<file path="config.mk">
export PLATFORM = sky130hd
export DESIGN_NAME = rv32_issue_scheduler
export DESIGN_NICKNAME = d
export VERILOG_FILES = /design/src/rtl/rv32_issue_scheduler.sv
export SDC_FILE = /design/constraint.sdc
export NUM_CORES = 1
export LEC_CHECK = 0
export CAP_MARGIN = 20
export CORE_MARGIN = 3
export CORE_UTILIZATION = 34
export CTS_CLUSTER_SIZE = 40
export DETAILED_ROUTE_END_ITERATION = 8
export GPL_TIMING_DRIVEN = 1
export PLACE_DENSITY = 0.8
export SLEW_MARGIN = 20
export SYNTH_ARGS = -nofsm -noshare
export SYNTH_HDL_FRONTEND = slang
export SYNTH_SLANG_ARGS = --single-unit
</file>
<file path="constraint.sdc">
create_clock -name clk -period 2.7 [get_ports clk]
set_input_delay 0.405 -clock clk [delete_from_list [all_inputs] [get_ports clk]]
set_output_delay 0.405 -clock clk [all_outputs]
set_load 0.05 [all_outputs]
</file>
<file path="src/rtl/rv32_issue_scheduler.sv">
// Issue scheduler for the rv32 pipeline.
// Generates fetch/decode/execute stall and flush controls for these cases:
//   - load-use and CSR-read interlocks
//   - FENCE draining against outstanding data-bus transactions
//   - multi-cycle flushes after a trap or mret redirect
// Stall/flush outputs are combinational from registered state plus this cycle's inputs.
module rv32_issue_scheduler #(
  parameter int OUTSTANDING_W  = 2,
  parameter int TRAP_FLUSH_CYC = 2
) (
  input  logic       clk,
  input  logic       reset,
  input  logic       dec_valid_in,
  input  logic [4:0] dec_rs1_in,
  input  logic       dec_rs1_read_in,
  input  logic [4:0] dec_rs2_in,
  input  logic       dec_rs2_read_in,
  input  logic       dec_fence_in,
  input  logic       ex_valid_in,
  input  logic [4:0] ex_rd_in,
  input  logic       ex_rd_write_in,
  input  logic       ex_late_result_in,
  input  logic       bus_req_in,
  input  logic       bus_ack_in,
  input  logic       mispredict_in,
  input  logic       trap_in,
  output logic       fetch_stall_out,
  output logic       fetch_flush_out,
  output logic       decode_stall_out,
  output logic       decode_flush_out,
  output logic       execute_flush_out,
  output logic       busy_out
);

  localparam int CNT_W = (TRAP_FLUSH_CYC > 1) ? $clog2(TRAP_FLUSH_CYC) : 1;
  localparam logic [CNT_W-1:0]         TRAP_RELOAD = CNT_W'(TRAP_FLUSH_CYC - 1);
  localparam logic [CNT_W-1:0]         CNT_ONE     = 1;
  localparam logic [OUTSTANDING_W-1:0] OUT_ONE     = 1;
  localparam logic [OUTSTANDING_W-1:0] OUT_MAX     = '1;

  typedef enum logic [1:0] {ST_RUN, ST_FENCE_DRAIN, ST_TRAP_FLUSH} state_t;

  state_t                   state_q, state_d;
  logic [CNT_W-1:0]         trap_cnt_q, trap_cnt_d;
  logic [OUTSTANDING_W-1:0] outstanding_q, outstanding_d;

  logic load_use;
  logic drain_done;
  logic fetch_stall, fetch_flush, decode_stall, decode_flush, execute_flush;

  // Outstanding data-bus transaction counter.
  // It saturates at its maximum, and an ack while the count is zero is ignored.
  always_comb begin
    outstanding_d = outstanding_q;
    if (bus_req_in && !bus_ack_in && (outstanding_q != OUT_MAX)) begin
      outstanding_d = outstanding_q + OUT_ONE;
    end else if (bus_ack_in && !bus_req_in && (outstanding_q != '0)) begin
      outstanding_d = outstanding_q - OUT_ONE;
    end
  end

  // Decode operand depends on an execute result that cannot be forwarded.
  assign load_use = dec_valid_in & ex_valid_in & ex_rd_write_in & ex_late_result_in &
                    (ex_rd_in != 5'd0) &
                    ((dec_rs1_read_in & (dec_rs1_in == ex_rd_in)) |
                     (dec_rs2_read_in & (dec_rs2_in == ex_rd_in)));

  // Memory side is quiet for a fence.
  // An ack landing this cycle counts as already retired, so the fence
  // is released in the same cycle the last transaction completes.
  assign drain_done = (outstanding_d == '0) & !bus_req_in & !ex_valid_in;

  // Next-state logic and stall/flush decode.
  // Priority: trap > mispredict > fence > load-use.
  always_comb begin
    state_d       = state_q;
    trap_cnt_d    = trap_cnt_q;
    fetch_stall   = 1'b0;
    fetch_flush   = 1'b0;
    decode_stall  = 1'b0;
    decode_flush  = 1'b0;
    execute_flush = 1'b0;
    case (state_q)
      ST_RUN, ST_FENCE_DRAIN: begin
        if (trap_in) begin
          fetch_flush   = 1'b1;
          decode_flush  = 1'b1;
          execute_flush = 1'b1;
          trap_cnt_d    = TRAP_RELOAD;
          // A single-cycle flush is fully covered by this cycle.
          state_d       = (TRAP_FLUSH_CYC > 1) ? ST_TRAP_FLUSH : ST_RUN;
        end else if (mispredict_in) begin
          fetch_flush  = 1'b1;
          decode_flush = 1'b1;
          state_d      = ST_RUN;
        end else if (state_q == ST_FENCE_DRAIN) begin
          if (drain_done) begin
            state_d = ST_RUN;
          end else begin
            fetch_stall  = 1'b1;
            decode_stall = 1'b1;
          end
        end else if (dec_valid_in && dec_fence_in && !drain_done) begin
          fetch_stall  = 1'b1;
          decode_stall = 1'b1;
          state_d      = ST_FENCE_DRAIN;
        end else if (load_use) begin
          fetch_stall  = 1'b1;
          decode_stall = 1'b1;
          decode_flush = 1'b1;
        end
      end
      ST_TRAP_FLUSH: begin
        fetch_flush   = 1'b1;
        decode_flush  = 1'b1;
        execute_flush = 1'b1;
        if (trap_in) begin
          trap_cnt_d = TRAP_RELOAD;
        end else if (trap_cnt_q <= CNT_ONE) begin
          trap_cnt_d = '0;
          state_d    = ST_RUN;
        end else begin
          trap_cnt_d = trap_cnt_q - CNT_ONE;
        end
      end
      default: begin
        state_d    = ST_RUN;
        trap_cnt_d = '0;
      end
    endcase
  end

  // State, trap counter and outstanding counter registers.
  always_ff @(posedge clk) begin
    if (reset) begin
      state_q       <= ST_RUN;
      trap_cnt_q    <= '0;
      outstanding_q <= '0;
    end else begin
      state_q       <= state_d;
      trap_cnt_q    <= trap_cnt_d;
      outstanding_q <= outstanding_d;
    end
  end

  // Outputs are held quiet while reset is asserted.
  assign fetch_stall_out   = !reset & fetch_stall;
  assign fetch_flush_out   = !reset & fetch_flush;
  assign decode_stall_out  = !reset & decode_stall;
  assign decode_flush_out  = !reset & decode_flush;
  assign execute_flush_out = !reset & execute_flush;
  assign busy_out          = !reset & (state_q != ST_RUN);

endmodule

</file>
==> metrics.md <==
| Metric | Value |
|---|---|
| Status | complete, no violations |
| Share of post-route cells with drive strength above 1 | 0.202 |
| RSZ-0062 raised after global routing | no |
| Max-cap violations | 0 |
| Core area | 1330 um^2 |
| Post-Syn Nets | 91 |
| Root Buffer | clkbuf_4 |
| ANT nets after route | 0 |
| Slew @ Worst Pin | 0.490 ns |
| Simple-Gate Fraction of Synth Area | 0.304 |
| Final period util | 0.968 |
| Htree depth | 1 |
| CP Launch Type | input pin |
| Req. time, crit path | between 2 and 2.5 ns |
| Cell taking the most area after synthesis | dfxtp_1 |
| Synth Area in Adders | 0.0503 |
| Hold Startpoint | state_q[0] |
| Number of global-route vias before repair | 628 |
| I/O pin count | 34 |
| Setup ws final | 0.0853 ns |
| Hold/Removal Path Class | reg2reg |
| # diodes | 0 |
| Crit path DAT | 2.21 ns |
| Main combinational cell family by area after synthesis | simple AND/OR/NAND/NOR gates |
| Mapped Area | 498 um^2 |
| CTS clock-pin slew for the worst setup and hold paths | about 0.040 ns |
| Final worst path period need | 2.61 ns |
| Top FF cell, synth | dfxtp_1 |
| GPL Wtd Cong | just over 0.8 |
| Synth Area in Compound Gates | 0.196 |
| Post-synthesis cell type count | 32 |
| Detailed Routing Iterations Pass 1 | 3 |
| Vias per cell | 5.07 |
| # nets final | approximately 130 |
| Slew HR | 0.672 |
| Synth top cells by count | 8 x xor2_1, 7 x nor2_1, 4 x dfxtp_1, 4 x xnor2_1 |
| TritonCTS buffer count | 3 |
| Final Slew Violations | 0 |
| Pwr/cell area | 333 nW/um^2 |
| Yosys reg bits | 4 |
| Critical Path Source | bus_ack_in |
| Final Hold Viols | 0 |
| DRC Markers | 0 |
| Via count | 578 |
| Most frequent cell after synthesis | xor2_1 |
| Syn Inst Count | 61 |
| Worst IR Drop VDD | 0.245 mV |
| Die area | 1960 um^2 |
| Yosys warnings | 0 |
| Sink Count | 4 |
| Total chip power | 317 uW |
| Critical path type | in2out |
| Synthesized area per cell | 8.16 um^2 |
| Largest cells by area after synthesis | dfxtp_1 16%, xor2_1 14%, xnor2_1 7.0%, a2111oi_4 5.5%, nor2_1 5.3% |
| Gr ovfl total | 0 |
| Initial antenna violation count | 0 |
| Total GRT Usage | 0.164 |
| XOR/XNOR Fraction of Synth Area | 0.211 |
| Synth top area share | 0.161 |
| FMAX | 382 MHz |
| LEAKAGE | 0.000382 uW |
| 1st-iter DRT viols | 3 |
| Bufs on Longest Clock Path | 2 |
| Number of flops mapped to enable cells by yosys | 0 |
| Clk_lat worst skew | 0.24 ns |
| Hold-fix buffer count after cts | 0 |
| Drt wl/cell | 12.0 um |
| First-pass GRT wire length | 2440 um |
| Area delta synth->final | 91.0% |
| Asr flop ratio synth | 0 |
| Die X-Extent | 44.3 um |
| Crit path capture type | output port |
| Count of final setup violators | 0 |
| WL final | 1370 um |
| TritonCTS clock tree | built |
| Peak fanout along the critical path | 4 |
| Largest net degree at the start of global routing | 8 |
| Initial Util | 0.373 |
| Clock Skew | 0.00156 ns |
| Post-synthesis mux area share | 0.0402 |
| Dpl ws | -0.0238 ns |
| Worst r2r src | outstanding_q[1] |
| I/O Buffers | 33 |
| Core Rows | 13 |
| Seq/Total Area, Yosys | 0.161 |
| Hpwl dp | 1160 um |
| Die height | 44.3 um |
| FILL cells | 113 |
## worst paths after layout
path / cells past startpoint / slack [ns] / end
max: 6 / 0.09 / fetch_stall_out
min reg2reg: 2 / 0.55 / state_q[0]
min: 2 / 0.55 / state_q[0]
max reg2reg: 6 / 0.91 / state_q[0]
## placed cells by master, fill, tap and decap left out, types with 2 or more instances in the layout
cell and instances:
xnor2_1 4, clkbuf_4 3, ha_1 2, nand3_1 2, inv_1 2, nand2_1 2, nor2_1 7, a21oi_1 2
dfxtp_1 3, and2_1 2, a211o_1 2, mux2i_1 2, clkdlybuf4s50_1 26, nor2b_1 2, buf_4 4, buf_12 3
dlymetal6s2s_1 3, xor2_1 8
## registers in the layout, summed over array words and instances, names as in the netlist
register	flops
state_q	2
outstanding_q	2
## per-layer routing
metal	wire [um]	track usage
met1	578	0.200
met2	690	0.259
met3	100	0.0732
met4	0	0.0482
met5	0	0
## final cells by class
class                           count  area [um^2]  share of cell area
Clock buffer                        3         22.5              0.0237
Timing Repair Buffer               36          388               0.408
Multi-Input combinational cell     53          429               0.451
Inverter                            3         11.3              0.0118
Sequential cell                     4         81.3              0.0855
Tap cell                           15         18.8              0.0197
## critical path: stages
cell	delay, ns
clkdlybuf4s50_1	0.47
or3_4	0.43
a2111oi_4	0.39
or2_1	0.21
a31oi_4	0.13
buf_12	0.17
## logic make-up (layout without fill, tap and decap cells)
logic type               Yosys count  count (layout)
AO/OA/AOI/OAI                     11              11
XOR/XNOR                          12              12
adder cells (fa/ha/maj)            2               2
flip-flops                         4               4
AND/OR/NAND/NOR                   26              26
multiplexers                       2               2
buffers and inverters              4              42
## what timing repair did
action	CTS	global route
endpoints found under the setup margin	3	3
gates cloned	0	0
resized for setup	1	6
buffers inserted	0	1
pin swaps	0	7
## metrics by stage
stage,util,instances,TNS [ns],instance area (um^2),hold WS [ns]
2_1_floorplan,-,61,0,513,0.477
3_3_place_gp,0.673,110,0,897,0.535
3_5_place_dp,0.673,110,-0.0626,897,0.539
4_1_cts,0.694,113,0,926,0.544
5_1_grt,0.713,114,0,951,0.579
6_report,0.713,114,0,951,0.547
## where the power goes
part / leakage, uW / internal [uW] / total, uW / switching (uW)
Combinational: 0.000335 / 92.4 / 169 / 76.6
Clock: 0.0000138 / 49.9 / 76.6 / 26.8
Sequential: 0.0000333 / 65.7 / 71.3 / 5.67
Total: 0.000382 / 208 / 317 / 109
No activity file was read; power rests on OpenSTA's default activity.
==> RTL edit 1: new RTL, same settings <==
Make the reset (`reset`) asynchronous in one clocked block.
--- a/src/rtl/rv32_issue_scheduler.sv
+++ b/src/rtl/rv32_issue_scheduler.sv
@@ -131,7 +131,7 @@
   end
 
   // State, trap counter and outstanding counter registers.
-  always_ff @(posedge clk) begin
+  always_ff @(posedge clk or posedge reset) begin
     if (reset) begin
       state_q       <= ST_RUN;
       trap_cnt_q    <= '0;
Check against the original RTL: no difference found for any inputs over 10 cycles, from zero or initial values and one cycle with reset high; that may be too few to reach the edited logic, so the function may still have changed.
==> RTL edit 1 against the unedited design <==
Hold slack worse by 0.088 ns. Sequential share of layout area grew 1.8 points. Design area increased by 1.7%. Sequential cell count did not move. Worst setup slack lost 0.021 ns. Total power increased by 57%. Clock power increased by 1%. Routed wire length is 17% higher. Area after synthesis is 3.5% higher. Critical path type unchanged. Largest cell class unchanged. Largest power group unchanged. Highest routed layer unchanged.
==> RTL edit 1: results <==
set metrics [dict create \
    outcome "finished clean" \
    via_count 576 \
    grt_max_degree 7 \
    via_per_inst 5.14 \
    synthTopCellsByArea "dfrtp_1, xor2_1, xnor2_1" \
    synth-compound-area-share_pct 19.7 \
    synth-xor-area-share_pct 20.4 \
    syn-num-nets 89 \
    worstMarginPinSlew_ns 0.499 \
    p_leak_nw 0.388 \
    wl_met1_microns 585 \
    netSwitchingFraction_pct 39.0 \
    met1_usage_pct 17.7 \
    muxShareOfSynthArea_pct 3.88 \
    critPathMaxFanout 3 \
    drtIter0Drc 1 \
    grt_util_met3_pct 1.99 \
    finalHoldWorstSlack_ns 0.459 \
    synth_fa_ha_area_share_pct 4.85 \
    worst_r2r_endpoint "state_q[0]" \
    grt_pass1_wl_microns 2490 \
    placed_cells 107 \
    first_pass_iters 4 \
    reg2reg_from "outstanding_q[0]" \
    synth_common_cells "xor2_1, inv_1, dfrtp_1, xnor2_1" \
    routed_wl_microns 1600 \
    preCtsSetupSlack_ns -0.0606 \
    gr-usage-all-layers_pct 16.6 \
    place_congestion 0.701 \
    wl_met2_microns 945 \
]
-- RTL edit 1: cell types whose count changed after synthesis, sizes merged, moves of 2 or more --
cell,before,now
dfrtp,0,4
inv,3,5
dfxtp,4,0
and3,0,2
nor2,7,3
-- RTL edit 1: power groups by stage --
stage | clock [W] | combinational (W) | sequential (W)
3_3_place_gp | 0 | 0.000243 | 0.0000948
5_1_grt | 0.0000906 | 0.000346 | 0.000101
2_1_floorplan | 0 | 0.000164 | 0.0000918
4_1_cts | 0.0000798 | 0.000268 | 0.0000906
3_5_place_dp | 0 | 0.000250 | 0.0000955
6_report | 0.0000776 | 0.000321 | 0.0000997
-- RTL edit 1: what timing repair did --
action / CTS / global route
resized for setup: 1 / 11
endpoints found under the setup margin: 2 / 3
buffers inserted: 1 / 1
pin swaps: 1 / 5
-- RTL edit 1: worst max-delay path by stage --
| stage | start | endpoint | slack, ns | cells after the start |
|---|---|---|---|---|
| 6_report | ex_rd_in[3] | fetch_stall_out | 0.06 | 7 |
| 5_1_grt | outstanding_q[0] | decode_flush_out | -0.03 | 8 |
| 4_1_cts | outstanding_q[0] | decode_flush_out | 0.002 | 8 |
| 3_5_place_dp | bus_req_in | fetch_stall_out | -0.06 | 7 |
| 3_3_place_gp | bus_ack_in | fetch_stall_out | 0.003 | 6 |
| 2_1_floorplan | outstanding_q[0] | fetch_stall_out | 0.10 | 8 |
-- RTL edit 1: layout make-up --
| type | instances | area (sq um) | share of cell area [%] |
|---|---|---|---|
| Clock buffer | 3 | 22.5 | 2.33 |
| Multi-Input combinational cell | 49 | 447 | 46.2 |
| Sequential cell | 4 | 100 | 10.3 |
| Inverter | 5 | 18.8 | 1.94 |
| Tap cell | 15 | 18.8 | 1.94 |
| Timing Repair Buffer | 36 | 360 | 37.3 |
==> RTL edit 2: new RTL, same flow settings <==
Without the edit above. `OUTSTANDING_W`: 2 -> 3.
--- a/src/rtl/rv32_issue_scheduler.sv
+++ b/src/rtl/rv32_issue_scheduler.sv
@@ -5,7 +5,7 @@
 //   - multi-cycle flushes after a trap or mret redirect
 // Stall/flush outputs are combinational from registered state plus this cycle's inputs.
 module rv32_issue_scheduler #(
-  parameter int OUTSTANDING_W  = 2,
+  parameter int OUTSTANDING_W  = 3,
   parameter int TRAP_FLUSH_CYC = 2
 ) (
   input  logic       clk,
Formal check against the unedited RTL: not equivalent (a bounded check fails within 10 cycles, from zero or initial values and one cycle with reset high).
==> RTL edit 2 against the unedited design <==
The flow now finishes with violations (negative setup slack). Fmax shrank 6.4%. Routed wire length grew 40%. Design area grew 22%. Via count grew 24%. Worst setup slack lost 0.18 ns. Total power grew 35%. Sequential cell count grew 1. Clock power grew 8.9%. Area after synthesis grew 14%. Critical path type is now register to primary output. Highest routed layer unchanged.
==> RTL edit 2: results <==
set metrics [dict create \
    outcome "finished with violations" \
    violations "negative setup slack" \
    p_leak_nw 0.440 \
    synthTopCellsByArea "xnor2_1, dfxtp_1, ha_1" \
    largestRegisters "outstanding_q x3, state_q x2" \
    setup_tns_ns -0.250 \
    insertion_delay_ns 0.23 \
    vdd_drop_max_uv 307 \
    avgSynthCellArea_sq_um 7.76 \
    met1_usage_pct 18.2 \
    finalSetupViolCount 3 \
    grt_pass1_vias 702 \
    num_antenna_cells 0 \
    gr-usage-all-layers_pct 18.1 \
    first_pass_iters 4 \
    place_congestion 0.798 \
    wl_met1_microns 653 \
    cts_htree_levels 1 \
    grt_pass1_wl_microns 2880 \
    drtIter0Drc 4 \
    yosys.cell_types.count 28 \
    worstMarginPinSlew_ns 0.495 \
    wl_met2_microns 1160 \
    met2_usage_pct 38.2 \
    critPathMaxFanout 3 \
    grt_max_degree 8 \
    drive_above_1_share_pct 31.7 \
    root_buffer "clkbuf_4" \
    dr.max_layer_used "met3" \
    hp-class "register to register" \
    async_flop_share_pct 0 \
    crit_arrival_ns 2.39 \
    ys_seq_area_share_pct 17.7 \
    fin_ws_ns -0.0948 \
    cts_buffer_depth 2 \
    preCtsSetupSlack_ns -0.0459 \
    via_count 717 \
    via_per_inst 5.27 \
    routed_wl_microns 1910 \
    clkTransAtPathRegs_ns 0.05 \
    synth_common_cells "xnor2_1, nor2_1, a21oi_1, nor3_1, dfxtp_1" \
    grt_util_met3_pct 2.68 \
    syn-num-nets 105 \
    place_area_sq_um 960 \
    yosysWarnings 0 \
    numCtsBuffers 3 \
    skew_ns 0.00450 \
    synth-main-ff-cell "dfxtp_1" \
    wl_met3_microns 101 \
    io_buffer_count 33 \
    hpwl_microns 1400 \
    final_net_count 153 \
    antenna_found_initial 0 \
    placed_cells 124 \
]
## RTL edit 2: cell count changes in the layout (fill, tap and decap cells not counted), sizes merged, moves of 4 or more
cell,unedited run,this run
xnor2,4,12
nor3,1,6
xor2,8,0
buf,7,17
a21oi,2,6
## RTL edit 2: cell families (layout without fill, tap and decap cells)
group                    Yosys count  count (layout)  synth area share (%)
AND/OR/NAND/NOR                   31              31                  29.1
flip-flops                         5               5                  17.7
AO/OA/AOI/OAI                     16              16                  20.5
adder cells (fa/ha/maj)            4               4                  8.83
buffers and inverters              5              52                  5.30
XOR/XNOR                          12              12                  18.5
## RTL edit 2: what timing repair did
action	in CTS	in global routing
setup buffers	6	2
pin swaps	4	4
resized for setup	4	18
setup endpoints to repair	3	3
## RTL edit 2: power breakdown
part / internal, W / switching (W)
Sequential: 0.0000825 / 0.00000845
Clock: 0.0000557 / 0.0000277
Combinational: 0.000142 / 0.000111
Total: 0.000280 / 0.000147
## RTL edit 2: final timing paths
check,from,end,slack (ns),cells past startpoint
worst max-delay path,outstanding_q[0],decode_stall_out,-0.09,9
worst min-delay path,state_q[0],state_q[0],0.61,2
worst max register to register,outstanding_q[0],state_q[0],0.85,8
worst min register to register,state_q[0],state_q[0],0.61,2
## RTL edit 2: worst max-delay path: stages (launching register included)
cell      delay [ns]
dfxtp_2         0.35
inv_2           0.06
ha_4            0.16
ha_4            0.21
or4b_4          0.50
o21ai_4         0.09
nor2_4          0.05
a41o_1          0.22
a221oi_4        0.34
buf_12          0.18
## RTL edit 2: area by class of cell
| cell class | instances | area, sq um |
|---|---|---|
| multi-input combinational | 63 | 546 |
| timing repair buffer | 45 | 450 |
| fill | 126 | 385 |
| sequential | 5 | 103 |
| clock buffer | 4 | 26.3 |
| tap | 16 | 20.0 |
| inverter | 3 | 11.3 |
